**src/rtl/starfield_ctl_pkg.sv**
```systemverilog
// Shared types and constants for the starfield register-write sequencer.
package starfield_ctl_pkg;

    typedef logic signed [15:0] vel_t;

    typedef enum logic [2:0] {
        ST_IDLE  = 3'd0,
        ST_STEP  = 3'd1,
        ST_WR_EN = 3'd2,
        ST_WR_HH = 3'd3,
        ST_WR_HL = 3'd4,
        ST_WR_VH = 3'd5,
        ST_WR_VL = 3'd6
    } state_e;

    localparam logic [2:0] ADDR_EN  = 3'd0;
    localparam logic [2:0] ADDR_HHI = 3'd1;
    localparam logic [2:0] ADDR_HLO = 3'd2;
    localparam logic [2:0] ADDR_VHI = 3'd3;
    localparam logic [2:0] ADDR_VLO = 3'd4;

    localparam vel_t VEL_NEG_MAX = 16'sh8000;
    localparam vel_t VEL_NEG_LIM = 16'sh8001;

    // -32768 has no 15-bit magnitude, so it is pulled in to -32767.
    function automatic vel_t clamp_vel(input vel_t v);
        vel_t r;
        if (v == VEL_NEG_MAX) begin
            r = VEL_NEG_LIM;
        end else begin
            r = v;
        end
        return r;
    endfunction

endpackage

```
**src/rtl/starfield_ctl_if.sv**
```systemverilog
// Request handshake and starfield write-port bundle for starfield_ctl.
interface starfield_ctl_if;
    import starfield_ctl_pkg::*;

    logic       req_valid;
    logic       req_ready;
    logic       req_en;
    vel_t       req_h;
    vel_t       req_v;
    logic [2:0] addr;
    logic [7:0] data_out;
    logic       write;
    logic       busy;

    modport master (
        output req_valid, req_en, req_h, req_v,
        input  req_ready, addr, data_out, write, busy
    );

    modport slave (
        input  req_valid, req_en, req_h, req_v,
        output req_ready, addr, data_out, write, busy
    );

endinterface

```
**src/rtl/starfield_axis_step.sv**
```systemverilog
// Per-axis velocity stepper plus sign-magnitude byte encoder (combinational).
// Ramp rate depends on STARFIELD_RAMP_EN.
module starfield_axis_step
    import starfield_ctl_pkg::*;
#(
    parameter logic [15:0] STEP = 16'd64
) (
    input  vel_t       cur_i,
    input  vel_t       tgt_i,
    input  vel_t       enc_i,
    output vel_t       nxt_o,
    output logic       changed_o,
    output logic [7:0] hi_o,
    output logic [7:0] lo_o
);

`ifdef STARFIELD_RAMP_EN
    localparam logic signed [18:0] STEP_X = {3'b000, STEP};
`else
    // Step exceeds any reachable cur/tgt distance, so the clamp always lands on the target.
    localparam logic signed [18:0] STEP_X = {3'b001, STEP};
`endif

    logic signed [18:0] cur_x_s;
    logic signed [18:0] tgt_x_s;
    logic signed [18:0] up_x_s;
    logic signed [18:0] dn_x_s;
    logic [14:0]        mag_s;

    assign cur_x_s = {{3{cur_i[15]}}, cur_i};
    assign tgt_x_s = {{3{tgt_i[15]}}, tgt_i};
    assign up_x_s  = cur_x_s + STEP_X;
    assign dn_x_s  = cur_x_s - STEP_X;

    // Move toward the target without overshooting it.
    always_comb begin
        nxt_o = cur_i;
        if (cur_x_s < tgt_x_s) begin
            if (up_x_s > tgt_x_s) begin
                nxt_o = tgt_i;
            end else begin
                nxt_o = up_x_s[15:0];
            end
        end else if (cur_x_s > tgt_x_s) begin
            if (dn_x_s < tgt_x_s) begin
                nxt_o = tgt_i;
            end else begin
                nxt_o = dn_x_s[15:0];
            end
        end else begin
            nxt_o = cur_i;
        end
    end

    assign changed_o = (nxt_o != cur_i);

    // Sign-magnitude split: dir=1 for non-negative values.
    always_comb begin
        mag_s = 15'd0;
        if (enc_i[15]) begin
            mag_s = 15'(-enc_i);
        end else begin
            mag_s = enc_i[14:0];
        end
        hi_o = {~enc_i[15], mag_s[14:8]};
        lo_o = mag_s[7:0];
    end

endmodule

```
**src/rtl/starfield_ctl.sv**
```systemverilog
// Starfield register-write sequencer: ramps velocity once per vblank and writes
// only dirty registers. Ramp stepping is enabled by STARFIELD_RAMP_EN.
module starfield_ctl
    import starfield_ctl_pkg::*;
#(
    parameter logic [15:0] STEP = 16'd64
) (
    input  logic            clk,
    input  logic            rst,
    input  logic            vblank,
    starfield_ctl_if.slave  bus
);

    state_e     state_q, state_d;
    vel_t       tgt_h_q, tgt_h_d;
    vel_t       tgt_v_q, tgt_v_d;
    logic       tgt_en_q, tgt_en_d;
    vel_t       cur_h_q, cur_h_d;
    vel_t       cur_v_q, cur_v_d;
    logic       cur_en_q, cur_en_d;
    logic       d_en_q, d_en_d;
    logic       d_h_q, d_h_d;
    logic       d_v_q, d_v_d;
    logic       vb_pend_q, vb_pend_d;
    logic       vblank_q;
    logic [2:0] addr_q, addr_d;
    logic [7:0] data_q, data_d;
    logic       write_q, write_d;
    logic       busy_q, busy_d;
    logic       ready_q, ready_d;

    logic       vb_edge_s;
    logic       accept_s;
    vel_t       h_nxt_s, v_nxt_s;
    logic       h_chg_s, v_chg_s;
    logic [7:0] h_hi_s, h_lo_s, v_hi_s, v_lo_s;

    assign vb_edge_s = vblank & ~vblank_q;
    assign accept_s  = bus.req_valid & ready_q;

    starfield_axis_step #(.STEP(STEP)) u_axis_h (
        .cur_i     (cur_h_q),
        .tgt_i     (tgt_h_q),
        .enc_i     (cur_h_d),
        .nxt_o     (h_nxt_s),
        .changed_o (h_chg_s),
        .hi_o      (h_hi_s),
        .lo_o      (h_lo_s)
    );

    starfield_axis_step #(.STEP(STEP)) u_axis_v (
        .cur_i     (cur_v_q),
        .tgt_i     (tgt_v_q),
        .enc_i     (cur_v_d),
        .nxt_o     (v_nxt_s),
        .changed_o (v_chg_s),
        .hi_o      (v_hi_s),
        .lo_o      (v_lo_s)
    );

    // Sequencer next state, targets, current values and dirty flags.
    always_comb begin
        state_d   = state_q;
        tgt_h_d   = tgt_h_q;
        tgt_v_d   = tgt_v_q;
        tgt_en_d  = tgt_en_q;
        cur_h_d   = cur_h_q;
        cur_v_d   = cur_v_q;
        cur_en_d  = cur_en_q;
        d_en_d    = d_en_q;
        d_h_d     = d_h_q;
        d_v_d     = d_v_q;
        vb_pend_d = vb_pend_q;

        if (accept_s) begin
            tgt_h_d  = clamp_vel(bus.req_h);
            tgt_v_d  = clamp_vel(bus.req_v);
            tgt_en_d = bus.req_en;
        end else begin
            tgt_en_d = tgt_en_q;
        end

        // Consuming the pending frame takes priority; edges seen while pending are dropped.
        if ((state_q == ST_IDLE) && vb_pend_q) begin
            vb_pend_d = 1'b0;
        end else if (vb_edge_s) begin
            vb_pend_d = 1'b1;
        end else begin
            vb_pend_d = vb_pend_q;
        end

        case (state_q)
            ST_IDLE: begin
                if (vb_pend_q) begin
                    state_d = ST_STEP;
                end else begin
                    state_d = ST_IDLE;
                end
            end
            ST_STEP: begin
                cur_h_d  = h_nxt_s;
                cur_v_d  = v_nxt_s;
                cur_en_d = tgt_en_q;
                d_en_d   = d_en_q | (tgt_en_q != cur_en_q);
                d_h_d    = d_h_q | h_chg_s;
                d_v_d    = d_v_q | v_chg_s;
                if (d_en_d) begin
                    state_d = ST_WR_EN;
                end else if (d_h_d) begin
                    state_d = ST_WR_HH;
                end else if (d_v_d) begin
                    state_d = ST_WR_VH;
                end else begin
                    state_d = ST_IDLE;
                end
            end
            ST_WR_EN: begin
                d_en_d = 1'b0;
                if (d_h_q) begin
                    state_d = ST_WR_HH;
                end else if (d_v_q) begin
                    state_d = ST_WR_VH;
                end else begin
                    state_d = ST_IDLE;
                end
            end
            ST_WR_HH: begin
                state_d = ST_WR_HL;
            end
            ST_WR_HL: begin
                d_h_d = 1'b0;
                if (d_v_q) begin
                    state_d = ST_WR_VH;
                end else begin
                    state_d = ST_IDLE;
                end
            end
            ST_WR_VH: begin
                state_d = ST_WR_VL;
            end
            ST_WR_VL: begin
                d_v_d   = 1'b0;
                state_d = ST_IDLE;
            end
            default: begin
                state_d = ST_IDLE;
            end
        endcase
    end

    // Write port is driven from the state being entered so outputs can be registered.
    always_comb begin
        write_d = 1'b0;
        addr_d  = addr_q;
        data_d  = data_q;
        case (state_d)
            ST_WR_EN: begin
                write_d = 1'b1;
                addr_d  = ADDR_EN;
                data_d  = {7'b0000000, cur_en_d};
            end
            ST_WR_HH: begin
                write_d = 1'b1;
                addr_d  = ADDR_HHI;
                data_d  = h_hi_s;
            end
            ST_WR_HL: begin
                write_d = 1'b1;
                addr_d  = ADDR_HLO;
                data_d  = h_lo_s;
            end
            ST_WR_VH: begin
                write_d = 1'b1;
                addr_d  = ADDR_VHI;
                data_d  = v_hi_s;
            end
            ST_WR_VL: begin
                write_d = 1'b1;
                addr_d  = ADDR_VLO;
                data_d  = v_lo_s;
            end
            default: begin
                write_d = 1'b0;
                addr_d  = addr_q;
                data_d  = data_q;
            end
        endcase
        busy_d  = (state_d != ST_IDLE);
        ready_d = (state_d == ST_IDLE);
    end

    // State and output registers; reset leaves every group dirty for a full refresh.
    always_ff @(posedge clk or posedge rst) begin
        if (rst) begin
            state_q   <= ST_IDLE;
            tgt_h_q   <= 16'sd0;
            tgt_v_q   <= 16'sd0;
            tgt_en_q  <= 1'b0;
            cur_h_q   <= 16'sd0;
            cur_v_q   <= 16'sd0;
            cur_en_q  <= 1'b0;
            d_en_q    <= 1'b1;
            d_h_q     <= 1'b1;
            d_v_q     <= 1'b1;
            vb_pend_q <= 1'b0;
            vblank_q  <= 1'b0;
            addr_q    <= 3'd0;
            data_q    <= 8'd0;
            write_q   <= 1'b0;
            busy_q    <= 1'b0;
            ready_q   <= 1'b1;
        end else begin
            state_q   <= state_d;
            tgt_h_q   <= tgt_h_d;
            tgt_v_q   <= tgt_v_d;
            tgt_en_q  <= tgt_en_d;
            cur_h_q   <= cur_h_d;
            cur_v_q   <= cur_v_d;
            cur_en_q  <= cur_en_d;
            d_en_q    <= d_en_d;
            d_h_q     <= d_h_d;
            d_v_q     <= d_v_d;
            vb_pend_q <= vb_pend_d;
            vblank_q  <= vblank;
            addr_q    <= addr_d;
            data_q    <= data_d;
            write_q   <= write_d;
            busy_q    <= busy_d;
            ready_q   <= ready_d;
        end
    end

    assign bus.req_ready = ready_q;
    assign bus.addr      = addr_q;
    assign bus.data_out  = data_q;
    assign bus.write     = write_q;
    assign bus.busy      = busy_q;

endmodule

```
**src/flat_wrapper.sv**
```systemverilog
// flat-port wrapper written by rule: the top's interface ports become plain ports
module starfield_ctl_flat import starfield_ctl_pkg::*;
#(
    parameter logic [15:0] STEP = 16'd64
)
  (clk, rst, vblank, bus_req_valid, bus_req_en, bus_req_h, bus_req_v, bus_req_ready, bus_addr, bus_data_out, bus_write, bus_busy);
  starfield_ctl_if bus_i ();
  input  logic clk;
  input  logic rst;
  input  logic vblank;
  input wire logic [$bits(bus_i.req_valid)-1:0] bus_req_valid;
  input wire logic [$bits(bus_i.req_en)-1:0] bus_req_en;
  input wire logic [$bits(bus_i.req_h)-1:0] bus_req_h;
  input wire logic [$bits(bus_i.req_v)-1:0] bus_req_v;
  output wire logic [$bits(bus_i.req_ready)-1:0] bus_req_ready;
  output wire logic [$bits(bus_i.addr)-1:0] bus_addr;
  output wire logic [$bits(bus_i.data_out)-1:0] bus_data_out;
  output wire logic [$bits(bus_i.write)-1:0] bus_write;
  output wire logic [$bits(bus_i.busy)-1:0] bus_busy;
  assign bus_i.req_valid = bus_req_valid;
  assign bus_i.req_en = bus_req_en;
  assign bus_i.req_h = bus_req_h;
  assign bus_i.req_v = bus_req_v;
  assign bus_req_ready = bus_i.req_ready;
  assign bus_addr = bus_i.addr;
  assign bus_data_out = bus_i.data_out;
  assign bus_write = bus_i.write;
  assign bus_busy = bus_i.busy;
  starfield_ctl #(.STEP(STEP)) u_core (.clk(clk), .rst(rst), .vblank(vblank), .bus(bus_i));
endmodule
```
**config.mk**
```make
export PLATFORM = sky130hd
export DESIGN_NAME = starfield_ctl_flat
export DESIGN_NICKNAME = d
export VERILOG_FILES = /design/src/rtl/starfield_ctl_pkg.sv /design/src/rtl/starfield_ctl_if.sv /design/src/rtl/starfield_axis_step.sv /design/src/rtl/starfield_ctl.sv /design/src/flat_wrapper.sv
export SDC_FILE = /design/constraint.sdc
export NUM_CORES = 1
export LEC_CHECK = 0
export ABC_AREA = 1
export CORE_MARGIN = 1.5
export CORE_UTILIZATION = 25
export DETAILED_ROUTE_END_ITERATION = 8
export GPL_TIMING_DRIVEN = 0
export PLACE_DENSITY = 0.5
export SETUP_SLACK_MARGIN = 0.15
export SLEW_MARGIN = 20
export SYNTH_ARGS = -nofsm -noshare
export SYNTH_HDL_FRONTEND = slang
export SYNTH_SLANG_ARGS = --single-unit
```
**constraint.sdc**
```tcl
create_clock -name clk -period 4.7 [get_ports clk]
set_input_delay 0.94 -clock clk [delete_from_list [all_inputs] [get_ports clk]]
set_output_delay 0.94 -clock clk [all_outputs]
set_load 0.005 [all_outputs]
```
* Yosys cells after proc, flatten, opt, wreduce, memory -nomap -nowiden
Cells that the tools add are included.
** Storage, ports and cells
- Register bits after elaboration :: 88
- Input port bits :: 37
- Output and inout port bits :: 14
** Operators by class
- Add/sub/neg operators :: 6
- Magnitude comparators :: 8
- Eq/ne operators :: 16
- Mux-type cells :: 30
- Bitwise logic cells :: 8
- Reductions and logical operators :: 10
** Operators with widths (number)
- 16-bit two-way mux :: 12
- 8-bit case mux with 5 select lines :: 1
- 16-bit by 18-bit adder with 19-bit output, second input constant :: 2
- 19-bit by 16-bit > comparator with 1-bit output :: 2
- 19-bit by 16-bit < comparator with 1-bit output :: 2
- 16-bit by 18-bit subtractor with 19-bit output, second input constant :: 2
- 16-bit == test, second input constant :: 2
- 16-bit > comparator :: 2
- 16-bit < comparator :: 2
- 16-bit inequality test :: 2
- 15-bit two-way mux :: 2
- 15-bit negator :: 2
- 3-bit == test, second input constant :: 6
- 3-bit case mux with 6 select lines :: 1
- 3-bit two-way mux :: 5
- 3-bit case mux with 5 select lines :: 1
- 3-bit by 2-bit == test with 1-bit output, second input constant :: 4
- 2-bit nonzero test :: 4
- 3-bit zero test :: 2
- 1-bit case mux with 2 select lines :: 3
- 1-bit two-way mux :: 5
- 5-bit nonzero test :: 1
- 5-bit OR reduction :: 1
- 3-bit by 1-bit == test with 1-bit output, second input constant :: 1
- other kinds (6) :: 11

* Depth between registers and ports, before layout
Gate-level depths: netlist of run 1.
- Depth after elaboration :: 14
- Gate-level depth with buffers :: 37
- Depth with buffers taken out :: 37

* Modules after synthesis
A second synthesis of run 1 with hierarchy kept.
** Unflattened totals
- Cell total of the unflattened synthesis :: 1438
- Area, all modules :: 9446.6 um^2
** Modules (own cells, without submodules)
- starfield_ctl :: instances 1, cells an instance 408, area an instance 3824.9 um^2
- starfield_axis_step at u_core.u_axis_h :: instances 1, cells an instance 526, area an instance 2905.3 um^2
- starfield_axis_step at u_core.u_axis_v :: instances 1, cells an instance 504, area an instance 2716.4 um^2

* Worst setup path after synthesis of run 1
No wires, ideal clock.
- Path type :: register to register
- Start point :: register u_core.cur_v_q[6]
- End point :: register u_core.data_q[6], in the netlist u_core.bus.data_out[6]
- Setup time :: 0.070 ns
- Data arrival time :: 4.170 ns
- Data required time :: 4.630 ns
- Setup slack :: 0.459 ns
- Cell stages (with the launch flop) :: 30
- Path buffers :: 2
- Period minus slack after synthesis :: 4.241 ns
- Path through :: dfrtp_1 buf_2 inv_1 ha_1 nand3_1 nor3_1 nand2_1 xor2_1 ha_1 inv_1 o31a_1 nand2_1 nand2_1 nand2_2 nand2_4 buf_6 nand3_1 nand2_1 nand2_1 nand2_1 o21ai_1 ha_1 nand2_1 nor2_1 nand3_1 o21ai_2 o21ai_0 xnor2_1 or2_1 nand4_1
** On the way
- Longest elaborated chain between the ends :: 13
- Elaborated cells on any way between the ends :: 26
- Classes of those cells :: add/sub (3); order compare (4); eq/ne (6); mux (11); bitwise (1); reduce/logical (1)
** RTL lines
- from (decl) :: line starfield_ctl.sv:19 : vel_t cur_v_q, cur_v_d;
- from (signal assigned) :: line starfield_ctl.sv:218 : cur_v_q <= cur_v_d;
- 16-bit by 18-bit subtractor with 19-bit output :: line starfield_axis_step.sv:33 : assign dn_x_s = cur_x_s - STEP_X;
- 19-bit by 16-bit < comparator with 1-bit output :: line starfield_axis_step.sv:45 : if (dn_x_s < tgt_x_s) begin
- 16-bit two-way mux :: line starfield_axis_step.sv:45
- 16-bit two-way mux :: line starfield_axis_step.sv:44 : end else if (cur_x_s > tgt_x_s) begin
- 16-bit two-way mux :: line starfield_axis_step.sv:38 : if (cur_x_s < tgt_x_s) begin
- 16-bit inequality test :: line starfield_axis_step.sv:55 : assign changed_o = (nxt_o != cur_i);
- 1-bit bitwise OR :: line starfield_ctl.sv:106 : d_v_d = d_v_q | v_chg_s;
- 3-bit two-way mux :: line starfield_ctl.sv:111 : end else if (d_v_d) begin
- 3-bit two-way mux :: line starfield_ctl.sv:109 : end else if (d_h_d) begin
- 3-bit two-way mux :: line starfield_ctl.sv:107 : if (d_en_d) begin
- 3-bit case mux with 6 select lines :: line starfield_ctl.sv:92 : case (state_q)
- 3-bit == test or 3-bit by 2-bit == test with 1-bit output (tied branches) :: line starfield_ctl.sv:156 : case (state_d)
- 8-bit case mux with 5 select lines or 5-bit nonzero test (tied branches)
- to (signal assigned) :: line starfield_ctl.sv:226 : data_q <= data_d;
- to (decl) :: line starfield_ctl.sv:27 : logic [7:0] data_q, data_d;
Several ways; a longest one is shown, not always the timed one.
A chain may end at the register's enable or synchronous reset.

* Final worst setup path of run 1
- Start point :: register u_core.cur_h_q[7]
- End point :: register u_core.data_q[3], in the netlist u_core.bus.data_out[3]
** On the way
- Longest elaborated chain between the ends :: 12
- Elaborated cells on any way between the ends :: 25
- Classes of those cells :: add/sub (3); order compare (4); eq/ne (6); mux (10); bitwise (1); reduce/logical (1)
** RTL lines
- from (decl) :: line starfield_ctl.sv:18 : vel_t cur_h_q, cur_h_d;
- from (signal assigned) :: line starfield_ctl.sv:217 : cur_h_q <= cur_h_d;
- 16-bit by 18-bit subtractor with 19-bit output :: line starfield_axis_step.sv:33
- 19-bit by 16-bit < comparator with 1-bit output :: line starfield_axis_step.sv:45
- 16-bit two-way mux :: line starfield_axis_step.sv:45
- 16-bit two-way mux :: line starfield_axis_step.sv:44
- 16-bit two-way mux :: line starfield_axis_step.sv:38
- 16-bit inequality test :: line starfield_axis_step.sv:55
- 1-bit bitwise OR :: line starfield_ctl.sv:105 : d_h_d = d_h_q | h_chg_s;
- 3-bit two-way mux :: line starfield_ctl.sv:109
- 3-bit two-way mux :: line starfield_ctl.sv:107
- 3-bit case mux with 6 select lines :: line starfield_ctl.sv:92
- 3-bit == test or 3-bit by 2-bit == test with 1-bit output (tied branches) :: line starfield_ctl.sv:156
- 8-bit case mux with 5 select lines or 5-bit nonzero test (tied branches)
Several ways; a longest one is shown, not always the timed one.

==> out/qor.txt, run 1 <==
Outcome: finished, final reports clean
Htree depth: 3
Fraction of layout cells with a size suffix above 1: 18.1%
Vias per Instance: 4.84
Die Span X: 193 µm
Max-slew headroom: 36.2%
Fmax: 221 MHz
GRT Total Usage: 17.8%
Synth Instances: 1,437
Post-DP HPWL: 26,300 µm
Register area share after synthesis: 24.4%
WS Path Type: flop to flop
Core ar.: 35,600 µm²
Post-DRT Antenna Nets: 0
Number of global-route vias before repair: 9,384
WP data required: 4920 ps
Final Hold Vio Count: 0
Synth Area in XOR/XNOR: 4.55%
Yosys cell types: 42
Crit-path max FO: 10
Total of max-cap violations: 0
Mux cell area share after synthesis: 0%
Post-layout nets: 1,684
Final worst slack: 169 ps
# DRC: 0
Worst R2R Path Depth: 29
Post-synthesis register bit count: 88
Root Buffer: clkbuf_16
Max Slew Vio Count: 0
I/O Buffers: 50
CTS tree: built
Synthesized area: 9040 µm²
Starting DRT DRC Count: 791
Initial Util: 25.4%
Area Growth Syn to Fin: 30.5%
Overflow after GRT: 0
Crit start category: flop
Place WS: -806 ps
Crit share post-route: 96.4%
WL final: 33,600 µm
Worst-Skew Late Latency: 360 ps
Avg Inst Size Synth: 6.29 µm²
Placer congestion estimate: 0.939
Row count: 69
Clk buf depth: 2
Clock skew: 16.6 ps
Post-synth ARST share: 100%
Post-synth EDFFs: 0
Initial antenna violation count: 0
Fillers: 3,896
Ys Warns: 0
# clock sinks: 88
Critical Path Most Common Cell: nand3_2
Setup crit end kind: flop
Antenna diodes: 0
Final min period: 4530 ps
Final hold slack: 481 ps
WL met2: 15,800 µm
Worst hold path type: flop to flop
Compound-cell area share of the yosys netlist: 12.8%
Measured slew at the worst slew-check pin: 949 ps
Die height: 193 µm
Clock transition at the registers of the reported paths: 70 ps
RSZ-0062 raised after global routing: true
DR WL met3: 1340 µm
WL/cell: 16.5 µm
Num CTS Buffers: 9
Crit path DAT: 4750 ps
Final setup vio count: 0
Combinational family with the most area after synthesis: simple AND/OR/NAND/NOR gates
Uppermost layer routed: met4
DRT Pass-1 Iters: 5
Syn Nets: 1,554
Die area: 37,300 µm²
Crit-path max cell delay: 430 ps
Setup TNS: 0 ps
Adder-cell share of the synthesized area: 11.1%
Via Count: 9,836
Post-CTS Hold Buffers: 0
CP max stage cell: dfrtp_2
Hold path depth: 2
Post-Synth Simple-Gate Area: 36.7%
First-pass GRT wire length: 51,300 µm
IO Pins: 51
Largest net degree at the start of global routing: 63
Primary FF master, synth: dfrtp_1
M1 WL: 15,700 µm
==> stage by stage <==
step	cell area, µm²	instances	utilization (%)
after floorplan	9040	1437	-
after global placement	10100	1948	28.5
after detailed placement	10200	1949	28.5
after CTS	11000	1994	30.9
after global routing	11800	2033	33.2
final	11800	2033	33.2
==> worst max-delay path: cells and delay by family, from the launching register on <==
kind | cells | cell delay (ps)
fa+ha+maj | 1 | 280
compound gates | 3 | 450
xor+xnor | 1 | 230
simple gates | 17 | 2200
buf+inv | 7 | 790
flops | 1 | 430
==> per-layer routing <==
layer	up-vias	global-route usage, %
met3	39	2.26
met1	4621	23.8
li1	4955	-
met4	0	5.36
met2	221	30.0
met5	-	0
==> flip-flops by register name (all words and copies together) (netlist names), 3 cells and up <==
register             count
u_core.tgt_h_q          16
u_core.state_q           3
u_core.cur_v_q          16
u_core.tgt_v_q          16
u_core.bus.data_out      8
u_core.cur_h_q          16
u_core.bus.addr          3
==> area by class of cell <==
class	count	area, µm²	area share (%)
Multi-Input combinational cell	1111	6580	55.8
Clock buffer	9	225	1.91
Clock inverter	7	100	0.848
Buffer	42	272	2.30
Sequential cell	88	2220	18.8
Timing Repair Buffer	119	1060	8.98
Inverter	196	769	6.52
Tap cell	461	577	4.89
==> cells by family after synthesis <==
family                     count (synthesis)
DFF                                       88
buffers and inverters                    238
AOI/OAI and AO/OA                        215
xor gates and xnor gates                  47
adders and majority gates                 80
and+or+nand+nor                          769
==> repair_timing <==
action | CTS | global route
hold endpoints to repair | 0 | 0
gates cloned | 1 | 1
gates resized for setup | 89 | 142
setup endpoints to repair | 19 | 14
pin swaps | 23 | 62
buffers inserted | 28 | 38
==> worst paths after layout <==
check,slack [ps],startpoint,to
worst max-delay path,170,u_core.cur_h_q[7],u_core.bus.data_out[3]
min in group asynchronous,900,rst,u_core.tgt_h_q[13]
worst max register to register,170,u_core.cur_h_q[7],u_core.bus.data_out[3]
worst min-delay path,480,u_core.bus.data_out[1],u_core.bus.data_out[1]
max in group asynchronous,3130,rst,u_core.d_en_q
worst min register to register,480,u_core.bus.data_out[1],u_core.bus.data_out[1]
==> cell usage in the layout (no fill, tap or decap), drive strengths merged <==
cell	Yosys	routed
a211oi	3	3
a21oi	83	83
a311oi	2	2
a31oi	3	3
buf	22	89
bufinv	0	2
clkbuf	20	31
clkdlybuf4s50	0	50
clkinv	3	3
clkinvlp	0	6
dfrtp	84	84
dfstp	4	4
ha	80	80
inv	193	192
nand2	432	432
nand3	165	165
nand3b	1	1
nand4	29	29
nor2	109	109
nor3	20	20
nor3b	2	2
nor4	9	9
o211ai	7	7
o21a	9	9
o21ai	104	104
o21bai	1	1
o22ai	2	2
o31a	1	1
or2	2	2
xnor2	2	2
xor2	45	45
==> Yosys cell counts, types with 7 or more instances <==
cell | instances | area, µm²
o21ai_0 | 86 | 430
clkbuf_1 | 20 | 75.1
ha_1 | 80 | 1000
dfrtp_1 | 84 | 2100
nand4_1 | 28 | 175
nor3_1 | 20 | 100
nand3_1 | 162 | 811
o21ai_1 | 16 | 80.1
a21oi_1 | 82 | 410
nand2_2 | 7 | 43.8
nor2_1 | 105 | 394
inv_1 | 189 | 709
xor2_1 | 45 | 394
buf_2 | 16 | 80.1
o211ai_1 | 7 | 52.6
nand2_1 | 423 | 1590
o21a_1 | 9 | 67.6
Power of run 1 is left out: the tool's default activity adds up to more than one toggle a clock period on the data nets, which glitch-free logic cannot reach.
==> inputs of run 2 (changes only) <==
CORE_MARGIN = not set   (was 1.5)
==> run 2 against run 1 <==
Critical path depth down 2. Clock-buffer cell count up 1. Global-route usage up 0.32 points. Non-clock buffer count unchanged. Register-to-register slack worse by 70 ps. Die area down 1.0%. Flip-flop and latch count unchanged.
==> out/qor.txt, run 2 (synthesized netlist as in run 1, its figures left out) <==
Outcome: finished, final reports clean (unchanged)
I/O Buffers: 50 (unchanged)
Core ar.: 35,600 µm² (unchanged)
Largest net degree at the start of global routing: 76 (was 63)
Initial Util: 25.4% (unchanged)
Final min period: 4600 ps (was 4530 ps)
Die height: 192 µm (was 193 µm)
RR Startpoint: u_core.cur_v_q[8] (was u_core.cur_h_q[7])
WS Path Type: flop to flop (unchanged)
Crit path DAT: 4900 ps (was 4750 ps)
Crit-path max cell delay: 370 ps (was 430 ps)
Antenna diodes: 0 (unchanged)
Critical Path Most Common Cell: buf_4 (was nand3_2)
Final worst slack: 103 ps (was 169 ps)
Total of max-cap violations: 0 (unchanged)
Post-DRT Antenna Nets: 0 (unchanged)
Starting DRT DRC Count: 733 (was 791)
Crit share post-route: 97.8% (was 96.4%)
Clock transition at the registers of the reported paths: 70 ps (about the same)
Worst hold path type: flop to flop (unchanged)
Die Span X: 192 µm (was 193 µm)
IO Pins: 51 (unchanged)
Fraction of layout cells with a size suffix above 1: 16.2% (was 18.1%)
Overflow after GRT: 0 (unchanged)
Max-slew headroom: 30.4% (was 36.2%)
Root Buffer: clkbuf_16 (unchanged)
Max Slew Vio Count: 0 (unchanged)
CP max stage cell: dfrtp_1 (was dfrtp_2)
Place WS: -898 ps (was -806 ps)
# clock sinks: 88 (unchanged)
Worst-Skew Late Latency: 360 ps (about the same)
Most frequent cells in the layout: nand2_1 (406), inv_1 (177), nand3_1 (144) (was nand2_1 (393), inv_1 (174), nand3_1 (135))
RSZ-0062 raised after global routing: true (unchanged)
Die area: 36,900 µm² (was 37,300 µm²)
DRT Pass-1 Iters: 5 (unchanged)
Number of global-route vias before repair: 9,360 (was 9,384)
Crit-path max FO: 6 (was 10)
# DRC: 0 (unchanged)
Setup crit end kind: flop (unchanged)
Fmax: 218 MHz (was 221 MHz)
Clock skew: 17.1 ps (was 16.6 ps)
Num CTS Buffers: 9 (unchanged)
WL final: 33,000 µm (was 33,600 µm)
Clk buf depth: 2 (unchanged)
Final hold slack: 482 ps (was 481 ps)
WL/cell: 16.2 µm (was 16.5 µm)
Row count: 69 (unchanged)
WP data required: 5000 ps (was 4920 ps)
Crit path launch: u_core.cur_v_q[8] (was u_core.cur_h_q[7])
First-pass GRT wire length: 51,500 µm (was 51,300 µm)
Via Count: 9,856 (was 9,836)
Vias per Instance: 4.85 (was 4.84)
Post-DP HPWL: 26,300 µm (about the same)
Initial antenna violation count: 0 (unchanged)
Placer congestion estimate: 0.908 (was 0.939)
CTS tree: built (unchanged)
Post-layout nets: 1,684 (unchanged)
Most common cell after layout, fill and taps aside: nand2_1 (unchanged)
Crit start category: flop (unchanged)
Final setup vio count: 0 (unchanged)
GRT Total Usage: 18.2% (was 17.8%)
Area Growth Syn to Fin: 28.8% (was 30.5%)
Measured slew at the worst slew-check pin: 1040 ps (was 949 ps)
Final Hold Vio Count: 0 (unchanged)
Hold Path Origin: u_core.bus.addr[2] (was u_core.bus.data_out[1])
Htree depth: 3 (unchanged)
run 2: cell types whose count changed in the layout (fill, tap and decap cells not counted), sizes merged:
cell,before,now
clkinv,3,5
inv,192,187
clkinvlp,6,8
buf,89,90
run 2: per-stage QoR:
| stage | cells | cell area (µm²) | util (%) | setup TNS (ps) |
|---|---|---|---|---|
| global route | 2033 | 11600 | 32.8 | -1980 |
| floorplan | 1437 | 9040 | - | 0 |
| detailed placement | 1949 | 10200 | 28.5 | -9460 |
| finish | 2033 | 11600 | 32.8 | 0 |
| global placement | 1948 | 10100 | 28.5 | -20760 |
| CTS | 2005 | 11100 | 31.2 | -21.6 |
run 2: worst max-delay path: cells and delay by family, from the launching register on:
| kind | cells | cell delay [ps] |
|---|---|---|
| AO/OA/AOI/OAI | 3 | 480 |
| buffers and inverters | 9 | 1220 |
| XOR/XNOR | 1 | 220 |
| adder cells (fa/ha/maj) | 1 | 290 |
| AND/OR/NAND/NOR | 13 | 1940 |
| flip-flops | 1 | 370 |
run 2: final timing paths:
path	endpoint	slack (ps)	cells after the start
min in group asynchronous	u_core.tgt_h_q[11]	870	2
max in group asynchronous	u_core.d_v_q	3170	3
max reg2reg	u_core.bus.req_ready	100	27
min	u_core.bus.addr[2]	480	2
max	u_core.bus.req_ready	100	27
min reg2reg	u_core.bus.addr[2]	480	2
run 2: metal layers:
layer / vias to the layer above / track usage, % / part of all wire (%)
met5: - / 0 / 0
met4: 0 / 4.94 / 2.4
met3: 42 / 2.59 / 5.1
met2: 262 / 30.1 / 46
met1: 4589 / 24.4 / 46
li1: 4963 / - / -
run 2: cell type report:
class | count | area [µm²]
Sequential cell | 88 | 2220
Tap cell | 461 | 577
Clock buffer | 10 | 239
Inverter | 196 | 772
Fill cell | 3908 | 23900
Timing Repair Buffer | 119 | 1040
Buffer | 42 | 260
Clock inverter | 6 | 103
Multi-Input combinational cell | 1111 | 6440
run 2: timing repair:
action | CTS | global route
pin swaps | 34 | 49
setup buffers | 40 | 27
hold buffers | 0 | 0
gates resized for setup | 87 | 96
endpoints found under the setup margin | 20 | 16
cloned | 0 | 1
Power of run 2 is left out for the same reason.
